**src/rtl/bus_master.sv**
```systemverilog
// Bus initiator: fetches {src,dst} move instructions from program ROM, reads src over
// the shared register bus and writes the value to dst. PC and HALT are pseudo-registers
// on the same address map, giving jumps and stop without extra opcodes.
module bus_master #(
    parameter int unsigned           DATA_WIDTH     = 8,
    parameter int unsigned           ROM_ADDR_WIDTH = 8,
    parameter logic [DATA_WIDTH-2:0] PC_ADDR        = (DATA_WIDTH-1)'(7'h7E),
    parameter logic [DATA_WIDTH-2:0] HALT_ADDR      = (DATA_WIDTH-1)'(7'h7F)
) (
    input  logic                      clk,
    input  logic                      rst_n,
    input  logic                      run,
    output logic [ROM_ADDR_WIDTH-1:0] rom_addr,
    output logic                      rom_rd,
    input  logic [2*DATA_WIDTH-1:0]   rom_data,
    output logic [DATA_WIDTH-1:0]     addr_bus,
    output logic [DATA_WIDTH-1:0]     data_bus_in,
    input  logic [DATA_WIDTH-1:0]     data_bus_out,
    output logic                      halt
);

    localparam int unsigned REG_AW = DATA_WIDTH - 1;

    typedef struct packed {
        logic [DATA_WIDTH-1:0] src;
        logic [DATA_WIDTH-1:0] dst;
    } instr_t;

    typedef enum logic [2:0] {
        S_IDLE   = 3'd0,
        S_FETCH  = 3'd1,
        S_DECODE = 3'd2,
        S_READ   = 3'd3,
        S_WRITE  = 3'd4,
        S_HALT   = 3'd5
    } state_t;

    state_t                     state_q, state_d;
    logic [ROM_ADDR_WIDTH-1:0]  pc_q, pc_d;
    instr_t                     ir_q, ir_d;
    logic [DATA_WIDTH-1:0]      dreg_q, dreg_d;
    logic [DATA_WIDTH-1:0]      addr_bus_d;
    logic [DATA_WIDTH-1:0]      data_bus_in_d;
    logic                       rom_rd_d;
    logic                       halt_d;
    logic [REG_AW-1:0]          src_q, dst_q;
    logic                       unused_ir_top;

    // Register fields of the current instruction; the top bit of each byte is don't-care.
    assign src_q         = ir_q.src[REG_AW-1:0];
    assign dst_q         = ir_q.dst[REG_AW-1:0];
    assign unused_ir_top = ir_q.src[DATA_WIDTH-1] ^ ir_q.dst[DATA_WIDTH-1];

    // ROM address always tracks the program counter.
    assign rom_addr = pc_q;

    // Sequencer next state, datapath updates and next values of the registered outputs.
    always_comb begin
        state_d       = state_q;
        pc_d          = pc_q;
        ir_d          = ir_q;
        dreg_d        = dreg_q;
        addr_bus_d    = '0;
        data_bus_in_d = '0;
        rom_rd_d      = 1'b0;
        halt_d        = 1'b0;

        unique case (state_q)
            S_IDLE: begin
                if (run) state_d = S_FETCH;
            end
            S_FETCH: begin
                state_d = S_DECODE;
            end
            S_DECODE: begin
                ir_d    = rom_data;
                pc_d    = pc_q + ROM_ADDR_WIDTH'(1);
                state_d = S_READ;
            end
            S_READ: begin
                // PC reads come from the sequencer itself; the bus value is ignored.
                dreg_d  = (src_q == PC_ADDR) ? DATA_WIDTH'(pc_q) : data_bus_out;
                state_d = S_WRITE;
            end
            S_WRITE: begin
                if (dst_q == PC_ADDR) pc_d = ROM_ADDR_WIDTH'(dreg_q);
                if (dst_q == HALT_ADDR) state_d = S_HALT;
                else if (run)           state_d = S_FETCH;
                else                    state_d = S_IDLE;
            end
            S_HALT: begin
                if (!run) state_d = S_IDLE;
            end
            default: begin
                state_d = S_IDLE;
            end
        endcase

        // Outputs are registered, so decode them from the state being entered.
        unique case (state_d)
            S_READ: begin
                addr_bus_d = {1'b0, ir_d.src[REG_AW-1:0]};
            end
            S_WRITE: begin
                addr_bus_d    = {1'b1, ir_d.dst[REG_AW-1:0]};
                data_bus_in_d = dreg_d;
            end
            default: begin
                addr_bus_d    = '0;
                data_bus_in_d = '0;
            end
        endcase

        rom_rd_d = (state_d == S_FETCH);
        halt_d   = (state_d == S_HALT);
    end

    // State, datapath and output registers; reset aborts any instruction in flight.
    always_ff @(posedge clk or negedge rst_n) begin
        if (!rst_n) begin
            state_q     <= S_IDLE;
            pc_q        <= '0;
            ir_q        <= '0;
            dreg_q      <= '0;
            addr_bus    <= '0;
            data_bus_in <= '0;
            rom_rd      <= 1'b0;
            halt        <= 1'b0;
        end else begin
            state_q     <= state_d;
            pc_q        <= pc_d;
            ir_q        <= ir_d;
            dreg_q      <= dreg_d;
            addr_bus    <= addr_bus_d;
            data_bus_in <= data_bus_in_d;
            rom_rd      <= rom_rd_d;
            halt        <= halt_d;
        end
    end

endmodule
```
**config.mk**
```make
export PLATFORM = sky130hd
export DESIGN_NAME = bus_master
export DESIGN_NICKNAME = d
export VERILOG_FILES = /design/src/rtl/bus_master.sv
export SDC_FILE = /design/constraint.sdc
export NUM_CORES = 1
export LEC_CHECK = 0
export ABC_AREA = 1
export CORE_MARGIN = 1
export CORE_UTILIZATION = 38
export CTS_CLUSTER_DIAMETER = 50
export DETAILED_ROUTE_END_ITERATION = 6
export GPL_TIMING_DRIVEN = 0
export MAX_ROUTING_LAYER = met4
export PLACE_DENSITY = 0.61
export RECOVER_POWER = 100
export SYNTH_ARGS = -nofsm -noshare
export SYNTH_HDL_FRONTEND = slang
export SYNTH_SLANG_ARGS = --single-unit
```
**constraint.sdc**
```tcl
create_clock -name clk -period 3.4 [get_ports clk]
set_clock_uncertainty 0.1 [all_clocks]
set_input_delay 0.34 -clock clk [delete_from_list [all_inputs] [get_ports clk]]
set_output_delay 0.34 -clock clk [all_outputs]
set_load 0.01 [all_outputs]
```
==> flow_metrics.env, run 1 <==
export IMPL_status="complete, no violations"
export IMPL_detail_route_antenna_nets=0
export IMPL_async_flop_share_pct=100
export IMPL_rows=28
export IMPL_min_period_ps=2340
export IMPL_tightest_slew_ps=1150
export IMPL_avgSynthCellArea_um2=8.40
export IMPL_critical_path_required_ps=3540
export IMPL_grtUsageTotal_pct=18.5
export IMPL_synth_most_common_cell="nand2_1"
export IMPL_rsz0062_at_grt="false"
export IMPL_netSwitchingPower_w=0.000955
export IMPL_die_h_um=80.8
export IMPL_grt_pass1_wl_um=8780
export IMPL_switching_share_pct=38.3
export IMPL_portBuffers=50
export IMPL_netlist_area_um2=2360
export IMPL_cts_buffers=5
export IMPL_yosysWarnings=0
export IMPL_timing_critical_path_mode_cell="nand2_1"
export IMPL_setup_violations=0
export IMPL_path_cells="nor3_1 > nand2_1 > nand2_1 > nand3_1 > nand2_1"
export IMPL_pwr_share_comb_pct=40.2
export IMPL_reg2reg_to="dreg_q[7]"
export IMPL_maxSlewHeadroom_pct=22.8
export IMPL_crit_type="flip-flop to flip-flop"
export IMPL_synth_top_cell_by_area="dfrtp_1"
export IMPL_holdPathStages=2
export IMPL_synth_area_top_cells="dfrtp_1 (54%), nand2_1 (15%), nand3_1 (7.8%)"
export IMPL_drv_cap=0
export IMPL_via_per_inst=4.67
export IMPL_pre_cts_ws_ps=1770
export IMPL_finalInstanceArea_um2=3050
export IMPL_num_vias=1942
export IMPL_clock_sinks=51
export IMPL_num_io_pins=53
export IMPL_synthDistinctLibCells=26
export IMPL_hold_end="dreg_q[6]"
export IMPL_h_tree_depth=2
export IMPL_dieArea_um2=6530
export IMPL_fin_ws_ps=1060
export IMPL_fin_setup_tns_ps=0
export IMPL_gr_total_overflow=0
export IMPL_r2r_slack_ps=1060
export IMPL_worst_setup_path_end_kind="flip-flop"
export IMPL_final_cell_count_no_fill=416
export IMPL_drive_above_1_share_pct=5.87
export IMPL_cts_root_buf="clkbuf_8"
export IMPL_r2r_start="ir_q[8]"
export IMPL_leakage_nw=1.62
export IMPL_synth_top_cell_area_share_pct=54.1
export IMPL_crit_arrival_ps=2490
export IMPL_hpwlAfterDp_um=3800
export IMPL_first_pass_iters=4
export IMPL_netlist_instances=281
export IMPL_p_int_w=0.00154
export IMPL_hold_viol_final=0
export IMPL_wirelength_um=5240
export IMPL_powerDensity_nw_per_um2=819
export IMPL_ys_ff_latch=51
export IMPL_clockBufferDepth=2
export IMPL_synth_common_cells="nand2_1 (92), dfrtp_1 (51), inv_1 (37), nand3_1 (37), o21ai_0 (13)"
export IMPL_drtIter0Drc=95
export IMPL_hold_path_class="flip-flop to flip-flop"
export IMPL_drc_errors=0
export IMPL_insertedDiodeCount=0
export IMPL_antenna_found_initial=0
export IMPL_seqPwrFrac_pct=40.2
export IMPL_slew_violations=0
export IMPL_holdBufCountCts=1
export IMPL_timing_fmax_mhz=427
export IMPL_clkTransAtPathRegs_ps=90
export IMPL_final_nets=368
export IMPL_slowest_stage="nor3_1"
export IMPL_synth_edf_count=0
export IMPL_die_w_um=80.8
export IMPL_post_route_period_util_pct=68.9
export IMPL_ys_seq_area_share_pct=54.1
export IMPL_synth_fp_nets=309
export IMPL_gp_congestion=0.818
export IMPL_reg2reg_depth=5
export IMPL_cts_resized=0
export IMPL_areaGrowthSynthToFinish_pct=29.0
export IMPL_place_area_um2=2970
export IMPL_cts_tree="built"
export IMPL_initial_utilization_pct=39.6
export IMPL_vdd_ir_drop_max_mv=0.372
export IMPL_post_drt_wl_per_cell_um=12.6
export IMPL_crit_fanout=9
export IMPL_synth_ff_type="dfrtp_1"
export IMPL_start_kind="flip-flop"
export IMPL_grt_max_degree=39
export IMPL_cts_setup_buffers=0
export IMPL_p_clk_share_pct=19.6
export IMPL_dpl_cell_count=407
export IMPL_grt_pass1_vias=1844
export IMPL_clk_latency_ps=310
export IMPL_hold_path_startpoint="dreg_q[6]"
export IMPL_max_stage_delay_ps=930
export IMPL_core_um2=5960
==> layout make-up <==
| class | count | area, um2 |
|---|---|---|
| flip-flops and latches | 51 | 1280 |
| clock buffers | 6 | 72.6 |
| plain buffers | 9 | 42.5 |
| multi-input cells | 182 | 831 |
| well taps | 75 | 93.8 |
| repair buffers | 52 | 524 |
| clock inverters | 2 | 60.1 |
| inverters | 39 | 146 |
| fillers | 625 | 2910 |
==> state kept, by name, summed over array words and instances (netlist names) <==
register     cells
dst_q            7
ir_q             7
rom_addr         8
data_bus_in      8
dreg_q           8
addr_bus         8
state_q          3
rom_rd           1
halt             1
==> routing by layer <==
layer / part of all wire, % / GRT usage [%]
met2: 50 / 29.8
met5: 0 / -
met1: 45 / 23.4
met3: 4.9 / 4.16
met4: 0.55 / 5.00
==> critical path, delay by kind of cell, from the launching register on <==
family           cells  cell delay (ps)
flip-flops           1              390
AND/OR/NAND/NOR      5             1800
==> worst max path at each step <==
| stage | start | end | slack [ps] | cells after the start |
|---|---|---|---|---|
| floorplan | rom_addr[0] | rom_addr[2] | 2000 | 6 |
| global placement | rst_n | addr_bus[3] | 350 | 1 |
| detailed placement | ir_q[8] | dreg_q[7] | 1770 | 5 |
| CTS | rom_addr[3] | rom_addr[3] | 1590 | 1 |
| global route | ir_q[10] | data_bus_in[3] | 850 | 6 |
| finish | ir_q[8] | dreg_q[7] | 1060 | 5 |
==> cell usage in the layout, fill, tap and decap left out <==
cell type / n
nor2_4: 2
o21ai_2: 1
nand3b_1: 1
dfrtp_1: 51
clkbuf_1: 9
nand2_1: 93
clkdlybuf4s50_1: 23
nor2_1: 9
inv_1: 38
nor2_2: 1
and3_1: 1
buf_12: 1
nor3_1: 3
nand4_1: 4
dlygate4sd3_1: 27
nor3b_1: 1
buf_2: 1
bufinv_16: 2
or2_2: 4
a21oi_1: 5
nand3_1: 37
ha_1: 1
nand2_4: 1
clkbuf_8: 5
o21ai_0: 17
o21ai_1: 1
buf_6: 1
inv_2: 1
==> power by group through the flow <==
stage / sequential (W) / combinational, W / clock (W)
3_3_place_gp: 0.00101 / 0.00111 / 0
3_5_place_dp: 0.00102 / 0.00114 / 0
6_report: 0.00100 / 0.00100 / 0.000489
2_1_floorplan: 0.00103 / 0.000687 / 0
5_1_grt: 0.00103 / 0.00115 / 0.000533
4_1_cts: 0.00101 / 0.00114 / 0.000506
==> logic make-up after synthesis <==
kind of cell               Yosys count  synth area share (%)
DFF                                 51                  54.1
buffers and inverters               48                  9.17
and+or+nand+nor                    157                  30.5
AOI/OAI and AO/OA                   24                  5.72
adders and majority gates            1                 0.530
==> stage by stage <==
| step | hold slack [ps] | total power (W) | util (%) |
|---|---|---|---|
| final | 386 | 0.00249 | 51.2 |
| after global routing | 420 | 0.00272 | 51.2 |
| after CTS | 370 | 0.00266 | 52.3 |
| after detailed placement | 163 | 0.00216 | 49.9 |
| after global placement | 361 | 0.00212 | 49.6 |
| after floorplan | -55.6 | 0.00172 | - |
(Power assumes the default switching activity.)
==> run 2, diff against run 1 <==
==> constraint.sdc (replaced) <==
create_clock -name clk -period 2.3 [get_ports clk]
set_clock_uncertainty 0.1 [all_clocks]
set_input_delay 0.23 -clock clk [delete_from_list [all_inputs] [get_ports clk]]
set_output_delay 0.23 -clock clk [all_outputs]
set_load 0.01 [all_outputs]
==> run 2 against run 1 <==
Highest routed layer unchanged. Worst hold slack barely moved. Non-clock buffer count did not move. Sequential share of layout area fell by 0.10 points.
==> flow_metrics.env, run 2 (synthesis results as in run 1) <==
export IMPL_rsz0062_at_grt="false"
export IMPL_start_kind="flip-flop"
export IMPL_cts_root_buf="clkbuf_8"
export IMPL_leakage_nw=1.62
export IMPL_fillCellCount=624
export IMPL_timing_fmax_mhz=525
export IMPL_num_io_pins=53
export IMPL_areaGrowthSynthToFinish_pct=29.4
export IMPL_reg2reg_to="dreg_q[7]"
export IMPL_clk_latency_ps=310
export IMPL_hold_path_startpoint="dreg_q[6]"
export IMPL_via_per_inst=4.68
export IMPL_mostFrequentLayoutCells="nand2_1 (94), dfrtp_1 (51), inv_1 (37), nand3_1 (37), dlygate4sd3_1 (27)"
export IMPL_power_total_w=0.00371
export IMPL_detail_route_antenna_nets=0
export IMPL_min_period_ps=1900
export IMPL_post_route_period_util_pct=82.8
export IMPL_clockBufferDepth=2
export IMPL_met2_usage_pct=29.8
export IMPL_dpl_cell_count=407
export IMPL_drtIter0Drc=89
export IMPL_hold_path_class="flip-flop to flip-flop"
export IMPL_fin_util_pct=51.3
export IMPL_worst_setup_path_end_kind="flip-flop"
export IMPL_setup_violations=0
export IMPL_insertedDiodeCount=0
export IMPL_initial_utilization_pct=39.6
export IMPL_met3_usage_pct=4.16
export IMPL_reg2reg_depth=5
export IMPL_tightest_slew_ps=814
export IMPL_h_tree_depth=2
export IMPL_hpwlAfterDp_um=3800
export IMPL_first_pass_iters=4
export IMPL_gp_congestion=0.818
export IMPL_busiest_layer="met2"
export IMPL_holdBufCountCts=1
export IMPL_seq_area_um2=1280
export IMPL_post_drt_wl_per_cell_um=12.6
export IMPL_grt_pass1_wl_um=8780
export IMPL_core_um2=5960
export IMPL_gr_total_overflow=0
export IMPL_num_vias=1948
export IMPL_cts_buffers=5
export IMPL_clock_sinks=51
export IMPL_final_cell_count_no_fill=416
export IMPL_portBuffers=50
export IMPL_die_w_um=80.8
export IMPL_rows=28
export IMPL_drv_cap=0
export IMPL_drc_errors=0
export IMPL_hold_end="dreg_q[6]"
export IMPL_clkTransAtPathRegs_ps=90
export IMPL_crit_fanout=9
export IMPL_grtUsageTotal_pct=18.5
export IMPL_die_h_um=80.8
export IMPL_holdPathStages=2
export IMPL_powerDensity_nw_per_um2=1220
export IMPL_r2r_start="ir_q[8]"
export IMPL_antenna_found_initial=0
export IMPL_r2r_slack_ps=400
export IMPL_dieArea_um2=6530
export IMPL_wirelength_um=5240
export IMPL_cts_resized=0
export IMPL_final_nets=368
export IMPL_vdd_ir_drop_max_mv=0.549
export IMPL_maxSlewHeadroom_pct=45.7
export IMPL_cts_tree="built"
export IMPL_crit_type="flip-flop to flip-flop"
export IMPL_critical_path_required_ps=2440
export IMPL_status="complete, no violations"
export IMPL_cts_setup_buffers=0
export IMPL_hold_viol_final=0
export IMPL_grt_max_degree=39
export IMPL_met1_usage_pct=23.4
export IMPL_final_common_cell="nand2_1"
export IMPL_slew_violations=0
export IMPL_drive_above_1_share_pct=6.74
export IMPL_crit_arrival_ps=2050
export IMPL_multi_input_comb_area_um2=818
export IMPL_grt_pass1_vias=1844
==> run 2: per-stage QoR <==
stage | area, um2 | worst slack, ps | hold WS [ps] | setup TNS (ps)
2_1_floorplan | 2360 | 899 | -166 | 0
3_3_place_gp | 2960 | -641 | 361 | -32560
3_5_place_dp | 2970 | 668 | 53.4 | 0
4_1_cts | 3110 | 602 | 260 | 0
5_1_grt | 3050 | 255 | 401 | 0
6_report | 3050 | 397 | 386 | 0
==> run 2: final cells by class <==
cell class / count / share of cell area [%]
flip-flops and latches: 51 / 41.8
multi-input cells: 182 / 26.8
repair buffers: 52 / 17.2
inverters: 39 / 4.79
well taps: 75 / 3.07
clock buffers: 6 / 2.38
plain buffers: 9 / 2.05
clock inverters: 2 / 1.97
==> run 2: worst max-delay path by stage <==
stage	startpoint	to	slack (ps)	cells after the start
finish	ir_q[8]	dreg_q[7]	400	5
global route	ir_q[10]	data_bus_in[3]	260	6
CTS	rom_addr[3]	rom_addr[3]	600	1
detailed placement	ir_q[8]	dreg_q[7]	670	5
global placement	rst_n	addr_bus[3]	-640	1
floorplan	rom_addr[0]	rom_addr[2]	900	6
==> run 2: power by group <==
group          switching, W  internal, W  total, W
clock              0.000292     0.000435  0.000726
sequential         0.000217      0.00126   0.00148
combinational      0.000894     0.000615   0.00151
total               0.00140      0.00231   0.00371
==> run 2: metal layers <==
metal	routed length [um]	vias up
met4	72	0
met3	229	8
li1	-	993
met2	2540	46
met5	0	-
met1	2400	901
==> run 2: worst max-delay path, stage by stage, from the launching register on <==
cell     delay (ps)
dfrtp_1         400
nor3_2          590
nand2_1         400
nand2_1         140
nand3_1         100
nand2_1         100
==> run 3, diff against run 2 <==
--- a/config.mk
+++ b/config.mk
@@ -12,7 +12,7 @@
 export DETAILED_ROUTE_END_ITERATION = 6
 export GPL_TIMING_DRIVEN = 0
 export MAX_ROUTING_LAYER = met4
-export PLACE_DENSITY = 0.61
+export PLACE_DENSITY = 0.64
 export RECOVER_POWER = 100
 export SYNTH_ARGS = -nofsm -noshare
 export SYNTH_HDL_FRONTEND = slang
==> constraint.sdc (replaced) <==
create_clock -name clk -period 1.7 [get_ports clk]
set_clock_uncertainty 0.1 [all_clocks]
set_input_delay 0.17 -clock clk [delete_from_list [all_inputs] [get_ports clk]]
set_output_delay 0.17 -clock clk [all_outputs]
set_load 0.01 [all_outputs]
==> run 3 against run 2 <==
Sequential share of layout area up 0.14 points. Global-route usage down 1.1 points. Largest cell class unchanged. Critical path type is now flip-flop to primary output. Worst hold slack worse by 74 ps. Highest routed layer unchanged. Final area down 0.25%. Critical path depth down 4. Combinational power up 40%. Setup slack worse by 310 ps. Sequential power up 36%.
==> flow_metrics.env, run 3 (synthesis results as in run 1) <==
export IMPL_critical_path_required_ps=1430
export IMPL_rows=28
export IMPL_final_cell_count_no_fill=416
export IMPL_antenna_found_initial=0
export IMPL_holdPathStages=3
export IMPL_path_cells="dlygate4sd3_1"
export IMPL_min_period_ps=1610
export IMPL_die_h_um=80.8
export IMPL_final_common_cell="nand2_1"
export IMPL_crit_fanout=4
export IMPL_slew_violations=0
export IMPL_path_depth=1
export IMPL_worst_hold_slack_ps=312
export IMPL_clock_sinks=51
export IMPL_portBuffers=50
export IMPL_powerDensity_nw_per_um2=1590
export IMPL_grt_pass1_vias=1814
export IMPL_drive_above_1_share_pct=9.09
export IMPL_slowest_stage="dlygate4sd3_1"
export IMPL_cts_root_buf="clkbuf_8"
export IMPL_num_io_pins=53
export IMPL_post_drt_wl_per_cell_um=12.2
export IMPL_areaGrowthSynthToFinish_pct=29.0
export IMPL_die_w_um=80.8
export IMPL_first_pass_iters=4
export IMPL_gr_total_overflow=0
export IMPL_grt_max_degree=38
export IMPL_drtIter0Drc=102
export IMPL_reg2reg_depth=7
export IMPL_crit_type="flip-flop to primary output"
export IMPL_num_vias=1959
export IMPL_hpwlAfterDp_um=3640
export IMPL_clockBufferDepth=2
export IMPL_rsz0062_at_grt="false"
export IMPL_cp_num_buf_inv=1
export IMPL_drv_cap=0
export IMPL_max_stage_delay_ps=620
export IMPL_timing_fmax_mhz=620
export IMPL_gp_congestion=0.826
export IMPL_vdd_ir_drop_max_mv=0.620
export IMPL_start_kind="flip-flop"
export IMPL_drc_errors=0
export IMPL_insertedDiodeCount=0
export IMPL_post_route_period_util_pct=94.8
export IMPL_grtUsageTotal_pct=17.4
export IMPL_cts_buffers=5
export IMPL_fin_setup_tns_ps=0
export IMPL_crit_arrival_ps=1340
export IMPL_clk_latency_ps=310
export IMPL_dieArea_um2=6530
export IMPL_grt_pass1_wl_um=8410
export IMPL_mostFrequentLayoutCells="nand2_1 (91), dfrtp_1 (50), inv_1 (38), nand3_1 (37), clkdlybuf4s50_1 (29)"
export IMPL_core_um2=5960
export IMPL_critPathTopFamily="buffers and inverters"
export IMPL_final_nets=368
export IMPL_leakage_nw=1.59
export IMPL_power_total_w=0.00486
export IMPL_detail_route_antenna_nets=0
export IMPL_initial_utilization_pct=39.6
export IMPL_h_tree_depth=2
export IMPL_hold_viol_final=0
export IMPL_worst_setup_path_end_kind="primary output"
export IMPL_setup_violations=0
export IMPL_maxSlewHeadroom_pct=45.7
export IMPL_status="complete, no violations"
export IMPL_clkTransAtPathRegs_ps=100
export IMPL_via_per_inst=4.71
export IMPL_dpl_cell_count=407
export IMPL_hold_path_class="primary input to flip-flop"
export IMPL_wirelength_um=5080
export IMPL_tightest_slew_ps=814
export IMPL_cts_tree="built"
-- run 3: timing repair --
action                     4_1_cts  5_1_grt
setup buffers                    0        0
resized for setup                0        2
setup endpoints to repair        0       17
hold buffers                     1        0
hold endpoints to repair        14        0
-- run 3: final timing paths --
check / slack (ps) / end / from
max: 90 / rom_addr[0] / rom_addr[0]
max reg2reg: 140 / ir_q[11] / state_q[2]
max in group asynchronous: 330 / data_bus_in[6] / rst_n
min in group asynchronous: 370 / rom_addr[4] / rst_n
min reg2reg: 390 / dreg_q[7] / dreg_q[7]
min: 310 / addr_bus[0] / rom_data[8]
-- run 3: routing by layer --
layer | GRT usage, % | vias up | part of all wire, %
met5 | - | - | 0
met2 | 28.2 | 51 | 48
li1 | - | 998 | -
met1 | 22.3 | 906 | 47
met4 | 5.18 | 0 | 0.49
met3 | 3.15 | 4 | 4.9
-- run 3: through the flow --
stage | worst slack (ps) | area, um2 | utilization, %
2_1_floorplan | 299 | 2360 | -
3_3_place_gp | -1160 | 2960 | 49.6
3_5_place_dp | 63.4 | 2970 | 49.9
4_1_cts | 41.4 | 3070 | 51.6
5_1_grt | 26.5 | 3050 | 51.2
6_report | 88.0 | 3050 | 51.2
-- run 3: layout make-up --
class                      instances  area [um2]
buffer                             9        66.3
clock buffer                       5        68.8
clock inverter                     3        23.8
fill                             593        2910
inverter                          39         146
multi-input combinational        182         855
sequential                        51        1280
tap                               75        93.8
timing repair buffer              52         515
-- run 3: where the power goes --
group / internal (W) / leakage (nW) / switching [W]
Combinational: 0.000881 / 0.900 / 0.00124
Clock: 0.000295 / 0.0408 / 0.000426
Sequential: 0.00171 / 0.650 / 0.000310
